### src/rtl/shared_reg_pkg.sv
// Shared types, defaults and width helpers for the shared-register arbiter.
package shared_reg_pkg;

  typedef enum logic {
    IDLE = 1'b0,
    OWN  = 1'b1
  } state_e;

  localparam int DEF_N_REQ    = 4;
  localparam int DEF_DATA_W   = 8;
  localparam int DEF_MAX_HOLD = 4;

  // Index width that never collapses to zero bits for tiny counts.
  function automatic int idx_w(input int n);
    return (n <= 2) ? 1 : $clog2(n);
  endfunction

endpackage

### src/rtl/shared_reg_arbiter_rr_pick.sv
// Combinational round-robin winner search starting at ptr and wrapping modulo N_REQ.
module rr_pick
  import shared_reg_pkg::*;
#(
  parameter  int N_REQ = DEF_N_REQ,
  localparam int IW    = idx_w(N_REQ)
) (
  input  logic [N_REQ-1:0] req,
  input  logic [IW-1:0]    ptr,
  output logic [IW-1:0]    idx,
  output logic             found
);

  localparam logic [IW:0] N_W = (IW+1)'(N_REQ);

  logic [2*N_REQ-1:0] dbl;
  logic [N_REQ-1:0]   rot;
  logic [IW:0]        sum;

  // rot[k] is req[(ptr + k) mod N_REQ]: rotating a doubled copy avoids a modulo per bit.
  assign dbl   = {req, req} >> ptr;
  assign rot   = dbl[N_REQ-1:0];
  assign found = |req;

  always_comb begin
    idx = '0;
    sum = '0;
    // Descending scan so the lowest rotated offset is the one that sticks.
    for (int k = N_REQ - 1; k >= 0; k--) begin
      if (rot[k]) begin
        sum = {1'b0, ptr} + (IW+1)'(k);
        idx = (sum >= N_W) ? IW'(sum - N_W) : sum[IW-1:0];
      end
    end
  end

endmodule

### src/rtl/shared_reg_arbiter.sv
// Round-robin owner of one shared register: grants a requester, loads its lane each cycle,
// and hands off after MAX_HOLD writes or when the owner drops its request.
module shared_reg_arbiter
  import shared_reg_pkg::*;
#(
  parameter  int N_REQ    = DEF_N_REQ,
  parameter  int DATA_W   = DEF_DATA_W,
  parameter  int MAX_HOLD = DEF_MAX_HOLD,
  localparam int IW       = idx_w(N_REQ)
) (
  input  logic                    clk,
  input  logic                    rst,
  input  logic [N_REQ-1:0]        req,
  input  logic [N_REQ*DATA_W-1:0] wr_data,
  output logic [N_REQ-1:0]        grant,
  output logic [IW-1:0]           owner,
  output logic                    busy,
  output logic [DATA_W-1:0]       q,
  output logic                    q_upd
);

  localparam int HW = idx_w(MAX_HOLD + 1);

  // Handshake: req[i] is a level request; grant is registered and one-hot while owning,
  // and the owner's lane is written at every edge where its req is still high.
  state_e              state_q, state_d;
  logic [N_REQ-1:0]    grant_q, grant_d;
  logic [IW-1:0]       owner_q, owner_d;
  logic [IW-1:0]       ptr_q, ptr_d;
  logic [HW-1:0]       hold_q, hold_d;
  logic [DATA_W-1:0]   q_q, q_d;
  logic                q_upd_q, q_upd_d;

  logic [DATA_W-1:0]   lane [N_REQ];
  logic [IW-1:0]       next_ptr;
  logic [IW-1:0]       pick_ptr;
  logic [IW-1:0]       pick_idx;
  logic                pick_found;
  logic                own_req;
  logic                wr_en;
  logic                last_wr;
  logic                release_own;

  for (genvar g = 0; g < N_REQ; g++) begin : g_lane
    assign lane[g] = wr_data[g*DATA_W +: DATA_W];
  end

  assign own_req     = req[owner_q];
  assign wr_en       = (state_q == OWN) && own_req;
  assign last_wr     = (hold_q == HW'(MAX_HOLD - 1));
  assign release_own = (state_q == OWN) && (!own_req || last_wr);
  assign next_ptr    = (owner_q == IW'(N_REQ - 1)) ? '0 : owner_q + 1'b1;

  // While owning, the only pick that matters is the hand-off one, which starts after the owner.
  assign pick_ptr = (state_q == OWN) ? next_ptr : ptr_q;

  rr_pick #(.N_REQ(N_REQ)) u_pick (
    .req   (req),
    .ptr   (pick_ptr),
    .idx   (pick_idx),
    .found (pick_found)
  );

  always_comb begin
    state_d = state_q;
    grant_d = grant_q;
    owner_d = owner_q;
    ptr_d   = ptr_q;
    hold_d  = hold_q;
    q_d     = wr_en ? lane[owner_q] : q_q;
    q_upd_d = wr_en;

    case (state_q)
      IDLE: begin
        if (pick_found) begin
          state_d = OWN;
          grant_d = {{(N_REQ-1){1'b0}}, 1'b1} << pick_idx;
          owner_d = pick_idx;
          hold_d  = '0;
        end
      end
      OWN: begin
        if (wr_en) begin
          hold_d = hold_q + 1'b1;
        end
        if (release_own) begin
          ptr_d  = next_ptr;
          hold_d = '0;
          if (pick_found) begin
            grant_d = {{(N_REQ-1){1'b0}}, 1'b1} << pick_idx;
            owner_d = pick_idx;
          end else begin
            state_d = IDLE;
            grant_d = '0;
          end
        end
      end
      default: begin
        state_d = IDLE;
        grant_d = '0;
      end
    endcase
  end

  always_ff @(posedge clk or posedge rst) begin
    if (rst) begin
      state_q <= IDLE;
      grant_q <= '0;
      owner_q <= '0;
      ptr_q   <= '0;
      hold_q  <= '0;
      q_q     <= '0;
      q_upd_q <= 1'b0;
    end else begin
      state_q <= state_d;
      grant_q <= grant_d;
      owner_q <= owner_d;
      ptr_q   <= ptr_d;
      hold_q  <= hold_d;
      q_q     <= q_d;
      q_upd_q <= q_upd_d;
    end
  end

  // busy is the FSM state itself, so it doubles as the state debug view.
  assign busy  = (state_q == OWN);
  assign grant = grant_q;
  assign owner = owner_q;
  assign q     = q_q;
  assign q_upd = q_upd_q;

endmodule
### config.mk
export PLATFORM = sky130hd
export DESIGN_NAME = shared_reg_arbiter
export DESIGN_NICKNAME = d
export VERILOG_FILES = /design/src/rtl/shared_reg_pkg.sv /design/src/rtl/shared_reg_arbiter_rr_pick.sv /design/src/rtl/shared_reg_arbiter.sv
export SDC_FILE = /design/constraint.sdc
export NUM_CORES = 1
export LEC_CHECK = 0
export ABC_AREA = 1
export BUFFER_PORTS_ARGS = -buffer_cell sky130_fd_sc_hd__buf_4
export CAP_MARGIN = 20
export CORE_MARGIN = 1.5
export CORE_UTILIZATION = 30
export DETAILED_ROUTE_END_ITERATION = 8
export PLACE_DENSITY = 0.65
export SETUP_SLACK_MARGIN = 0.15
export SYNTH_ARGS = -nofsm -noshare
export SYNTH_HDL_FRONTEND = slang
export SYNTH_HIERARCHICAL = 1
export SYNTH_SLANG_ARGS = --single-unit
### constraint.sdc
create_clock -name clk -period 2.85 [get_ports clk]
set_input_delay 0 -clock clk [delete_from_list [all_inputs] [get_ports clk]]
set_output_delay 0 -clock clk [all_outputs]
set_load 0.005 [all_outputs]
Word level (Yosys, flattened, before mapping):

Index checks and enable logic that the tools add are counted.

* add/subtract/negate cells: 9
* magnitude comparators: 6
* eq/ne operators: 5
* shift-type cells: 2
* multiplexer cells: 29
* bitwise operators: 2
* reductions and logical operators: 8

Operators by type and width (number)
* 2-bit two-way mux: 12
* 8-bit binary-select mux with 2-bit select: 1
* 8-bit two-way mux: 2
* 3-bit >= comparator, second input constant: 4
* 4-bit two-way mux: 3
* 3-bit two-way mux: 3
* 4-bit one-hot mux with 2 select lines: 1
* 8-bit by 2-bit >> shifter with 4-bit output: 1
* 2-bit by 1-bit subtractor with 2-bit output, second input constant: 4
* 2-bit by 2-bit adder with 3-bit output, second input constant: 2
* 3-bit one-hot mux with 2 select lines: 1
* 2-bit AND reduction: 3
* 2-bit one-hot mux with 2 select lines: 1
* 4-bit OR reduction: 1
* 1-bit by 2-bit left shift with 4-bit output, first input constant: 1
* 2-bit by 1-bit adder with 3-bit output, second input constant: 1
* 3-bit by 1-bit adder with 3-bit output, second input constant: 1
* 3-bit by 2-bit == test with 1-bit output, second input constant: 1
* 2-bit by 3-bit >= comparator with 1-bit output, second input constant: 1
* 2-bit by 3-bit less-than comparator with 1-bit output, second input constant: 1
* 1-bit two-way mux: 3
* 3-bit by 1-bit != test with 1-bit output, second input constant: 1
* 2-bit NOT with 3-bit output: 1
* 2-bit by 1-bit adder with 2-bit output, second input constant: 1
* other kinds (9): 10

* bits in registers: 21
* bits of input ports: 38
* word-level logic and storage cells: 68

Depth between registers and ports, before layout:

* depth after elaboration: 14
* depth in mapped cells: 19
* mapped depth without buffers: 17

Hierarchy:

Netlist, hierarchy kept.

By module, submodules not included
* shared_reg_arbiter: instances 1, cells an instance 156, area an instance 1221.2 µm², seq. area each 525.5 µm²
* rr_pick: instances 1, cells an instance 47, area an instance 237.7 µm², seq. area each 0.0 µm²

Worst setup path before layout:

OpenSTA, ideal clock, no wires.

* kind: register to register
* start point: register owner_q[0], in the netlist owner[0]
* end point: register grant_q[1], in the netlist grant[1]
* setup time: 65 ps
* arrival: 2240 ps
* path slack: 545 ps
* cell stages (with the launch flop): 16
* buffers on the path: 0
* period minus slack after synthesis: 2305 ps
* cell sequence: dfrtp_1 > ha_1 > inv_1 > o21ai_0 > inv_2 > nand3_2 > nand2_2 > inv_2 > nand2_1 > nand2_1 > nand3_1 > nand2_1 > inv_1 > a211oi_1 > nand3_1 > nand2_1

* cells in the longest elaborated chain, start to end: 14
* elaborated cells between the ends (all ways): 36

RTL lines
* start, declared: RTL line shared_reg_arbiter.sv:28 `logic [IW-1:0] owner_q, owner_d;`
* start signal, assigned: RTL line shared_reg_arbiter.sv:117 `owner_q <= owner_d;`
* 2-bit by 1-bit adder with 2-bit output / 2-bit == test (equally long branches): RTL line shared_reg_arbiter.sv:52 `assign next_ptr = (owner_q == IW'(N_REQ - 1)) ? '0 : owner_q + 1'b1;`
* 2-bit two-way mux (*): RTL line shared_reg_arbiter.sv:52
* via next_ptr[1]: RTL line shared_reg_arbiter.sv:35 `logic [IW-1:0] next_ptr;`
* 2-bit two-way mux (*): RTL line shared_reg_arbiter.sv:55 `assign pick_ptr = (state_q == OWN) ? next_ptr : ptr_q;`
* via pick_ptr[1]: RTL line shared_reg_arbiter.sv:36 `logic [IW-1:0] pick_ptr;`
* 2-bit by 2-bit adder with 3-bit output: RTL line shared_reg_arbiter_rr_pick.sv:31 `sum = {1'b0, ptr} + (IW+1)'(k);`
* 3-bit >= comparator: RTL line shared_reg_arbiter_rr_pick.sv:32 `idx = (sum >= N_W) ? IW'(sum - N_W) : sum[IW-1:0];`
* 2-bit two-way mux: RTL line shared_reg_arbiter_rr_pick.sv:32
* 2-bit two-way mux (3 in a row): RTL line shared_reg_arbiter_rr_pick.sv:30 `if (rot[k]) begin`
* 2-bit two-way mux (*): RTL line shared_reg_arbiter_rr_pick.sv:30
* via pick_idx[0]: RTL line shared_reg_arbiter.sv:37 `logic [IW-1:0] pick_idx;`
* 1-bit by 2-bit left shift with 4-bit output (*): RTL line shared_reg_arbiter.sv:77, shared_reg_arbiter.sv:90
* 4-bit two-way mux: RTL line shared_reg_arbiter.sv:89 `if (pick_found) begin`
* 4-bit two-way mux: RTL line shared_reg_arbiter.sv:86 `if (release_own) begin`
* 4-bit one-hot mux with 2 select lines (*): RTL line shared_reg_arbiter.sv:73 `case (state_q)`
* end signal, assigned: RTL line shared_reg_arbiter.sv:116 `grant_q <= grant_d;`
* end, declared: RTL line shared_reg_arbiter.sv:27 `logic [N_REQ-1:0] grant_q, grant_d;`

Mark *: on every way through the listed nets, which the timed path passes. The rest lies on a longest branch. The select of a mux whose other input is x is not followed.
A chain may end at the register's enable or synchronous reset.

Worst setup path after layout:

* start point: register state_q, in the netlist busy
* end point: register grant_q[1], in the netlist grant[1]

* cells in the longest elaborated chain, start to end: 12
* elaborated cells between the ends (all ways): 31

RTL lines
* start, declared: RTL line shared_reg_arbiter.sv:26 `state_e state_q, state_d;`
* start signal, assigned: RTL line shared_reg_arbiter.sv:115 `state_q <= state_d;`
* 2-bit two-way mux (*): RTL line shared_reg_arbiter.sv:55
* via pick_ptr[0]: RTL line shared_reg_arbiter.sv:36
* 2-bit by 2-bit adder with 3-bit output: RTL line shared_reg_arbiter_rr_pick.sv:31
* 3-bit >= comparator / 2-bit by 1-bit subtractor with 2-bit output (equally long branches): RTL line shared_reg_arbiter_rr_pick.sv:32
* 2-bit two-way mux: RTL line shared_reg_arbiter_rr_pick.sv:32
* 2-bit two-way mux (3 in a row): RTL line shared_reg_arbiter_rr_pick.sv:30
* 2-bit two-way mux (*): RTL line shared_reg_arbiter_rr_pick.sv:30
* via pick_idx[0]: RTL line shared_reg_arbiter.sv:37
* 1-bit by 2-bit left shift with 4-bit output (*): RTL line shared_reg_arbiter.sv:77, shared_reg_arbiter.sv:90
* 4-bit two-way mux: RTL line shared_reg_arbiter.sv:89
* 4-bit two-way mux: RTL line shared_reg_arbiter.sv:86
* 4-bit one-hot mux with 2 select lines (*): RTL line shared_reg_arbiter.sv:73

Marks and branches as above.

==> summary.md <==
| Metric | Value |
|---|---|
| Diodes inserted | 0 |
| Minimum clock period | 2.25 ns |
| Post-synthesis register bit count | 21 |
| Clock-pin slew on the worst setup and hold paths | 0.08 ns |
| Synth top area share | 0.360 |
| Via Count | 1475 |
| P_leak | 1.06 nW |
| CTS tree | done |
| RR Endpoint | grant[1] |
| Setup tns final | 0 ns |
| GR Util All Layers | 0.151 |
| HPWL Detailed | 2900 µm |
| Post-synth net total | 244 |
| Cells after Synth | 203 |
| Synth warnings | 6 |
| Setup Viol. Count Final | 0 |
| Post-synthesis cell type count | 24 |
| Final Hold Fails | 0 |
| Routed Wire Length | 3730 µm |
| RR Startpoint | busy |
| H-tree depth | 1 |
| Worst min path class | in2reg |
| Root Driver | clkbuf_8 |
| WHS | 0.0909 ns |
| EDFF count, synth | 0 |
| CP Launch Point | busy |
| Nets | 301 |
| Critical Path End Type | flop |
| Post-synth top flop | dfrtp_1 |
| DRT iter0 DRCs | 63 |
| Core area | 4690 µm² |
| First-pass GRT wire length | 6280 µm |
| Power Density | 1160 nW/µm² |
| Max clock buf depth | 2 |
| Die ar. | 5290 µm² |
| Rel. slew slack | 0.482 |
| R2R Setup Slk | 0.60 ns |
| Initial antenna violation count | 0 |
| End point of the critical path | grant[1] |
| Startpoint Class | flop |
| Cells on worst reg2reg path | 15 |
| RSZ-0062 raised after global routing | no |
| Initial Util | 0.311 |
| Largest net degree at the start of global routing | 24 |
| Number of global-route vias before repair | 1340 |
| Post-route ant nets | 0 |
| GRT Residual Overflow | 0 |
| DIE HEIGHT | 72.7 µm |
| CTS buffer count | 3 |
| PortBufs | 53 |
| Final instance area | 1970 µm² |
| Residual DRC | 0 |
| Cell Area, Placed | 1910 µm² |
| Critical path peak fanout | 8 |
| # clock sinks | 21 |
| First-pass DRT Iterations | 4 |
| Sequential share of the synthesized area | 0.360 |
| Setup Buffers After CTS | 0 |
| Outcome | finished clean |
| Synth area leaders | dfrtp_1 36%, nand2_1 16%, o21ai_0 6.5% |
| Placer congestion estimate | 0.779 |
| Maxcap violations | 0 |
| Synth-to-Final Area Change | 35.0% |
| Non-filler cells, final | 313 |
| Slew Viols, Final | 0 |
| Die width | 72.7 µm |
| Avg Vias per Cell | 4.71 |
| Clk_lat worst skew | 0.26 ns |
| I/O pin count | 54 |
| Fmax | 444 MHz |
| Cell with the most instances after synthesis | nand2_1 |
| Crit Path Class | reg2reg |
| Post-Syn Area per Cell | 7.19 µm² |
| Req. time, crit path | 3.06 ns |
| Cell Area, Synth | 1460 µm² |
| # rows | 25 |
| Layout cells sized above 1 | 0.328 |
| Arrival time worst endpoint | 2.46 ns |
| Placed insts | 308 |
| VDD IR max | 0.570 mV |
| Area leader, netlist | dfrtp_1 |
| Worst-case clock skew | 0.00378 ns |
| Fraction of registers with async set/reset | 1.00 |
| Routed len/inst | 11.9 µm |
| Final worst-path cycle share | 0.791 |
| Commonest cells post-synth | 63 x nand2_1, 21 x dfrtp_1, 19 x o21ai_0 |
| Slew @ Worst Pin | 0.777 ns |
[worst min-delay path by stage]
stage	startpoint	endpoint	cells past startpoint
2_1_floorplan	rst	busy	1
3_3_place_gp	rst	q_upd	2
3_5_place_dp	rst	q[2]	2
4_1_cts	wr_data[3]	q[3]	5
5_1_grt	wr_data[1]	q[1]	5
6_report	wr_data[3]	q[3]	5
[metal layers]
metal  GRT usage  wire length [µm]  vias to the layer above
met1       0.215              1810                      638
met3      0.0401               310                        4
met4      0.0189                16                        0
met2       0.239              1590                       55
li1            -                 -                      778
met5           0                 0                        -
[critical path, stage by stage (launching register included)]
cell and delay, ns:
dfrtp_1 0.56, inv_1 0.21, o21ai_0 0.18, buf_4 0.20, inv_4 0.06, nand2_2 0.07, nand3_2 0.07, nand2_2 0.07
inv_2 0.04, o21ai_1 0.11, nand2_1 0.06, nand2_1 0.13, inv_1 0.07, a211oi_1 0.21, nand3_1 0.10, nand2_1 0.07
[sequential cells by signal, indices dropped and copies added (netlist names)]
name,cells
grant,4
q,8
hold_q,3
q_upd,1
owner,2
ptr_q,2
busy,1
[kinds of logic after synthesis]
logic type	count (synthesis)	share of synthesized area
DFF	21	0.360
adders and majority gates	3	0.0257
AOI/OAI and AO/OA	35	0.132
and+or+nand+nor	116	0.390
buffers and inverters	27	0.0857
xor gates and xnor gates	1	0.00600
[what timing repair did]
| item | in CTS | in global routing |
|---|---|---|
| hold endpoints to repair | 21 | 0 |
| hold buffers | 1 | 0 |
| gates resized for setup | 0 | 0 |
[metrics by stage]
stage	setup slack [ns]	total power [mW]	util
final	0.595	2.28	0.420
after global routing	0.355	2.57	0.420
after global placement	0.677	2.10	0.408
after detailed placement	0.590	2.11	0.408
after floorplan	0.545	1.65	-
after CTS	0.596	2.32	0.420
[cell type report]
class / count / area (µm²)
clock buffer: 3 / 41.3
fill: 494 / 2720
multi-input combinational: 155 / 808
timing repair buffer: 58 / 438
inverter: 21 / 83.8
clock inverter: 1 / 5.00
sequential: 21 / 526
tap: 54 / 67.6
[where the power goes]
| group | internal, mW | switching (mW) |
|---|---|---|
| clock network | 0.0975 | 0.101 |
| registers | 0.440 | 0.0732 |
| logic | 0.633 | 0.937 |
[placed cells by master, fill, tap and decap left out, drive strengths merged, types with 2 or more instances in the layout]
| master | instances |
|---|---|
| ha | 3 |
| o22ai | 9 |
| nand4 | 2 |
| inv | 21 |
| nand2 | 70 |
| nor2 | 18 |
| dfrtp | 21 |
| buf | 57 |
| a21oi | 2 |
| o21ai | 23 |
| nand3 | 25 |
| clkbuf | 3 |
Power figures use the tool's default switching activity.
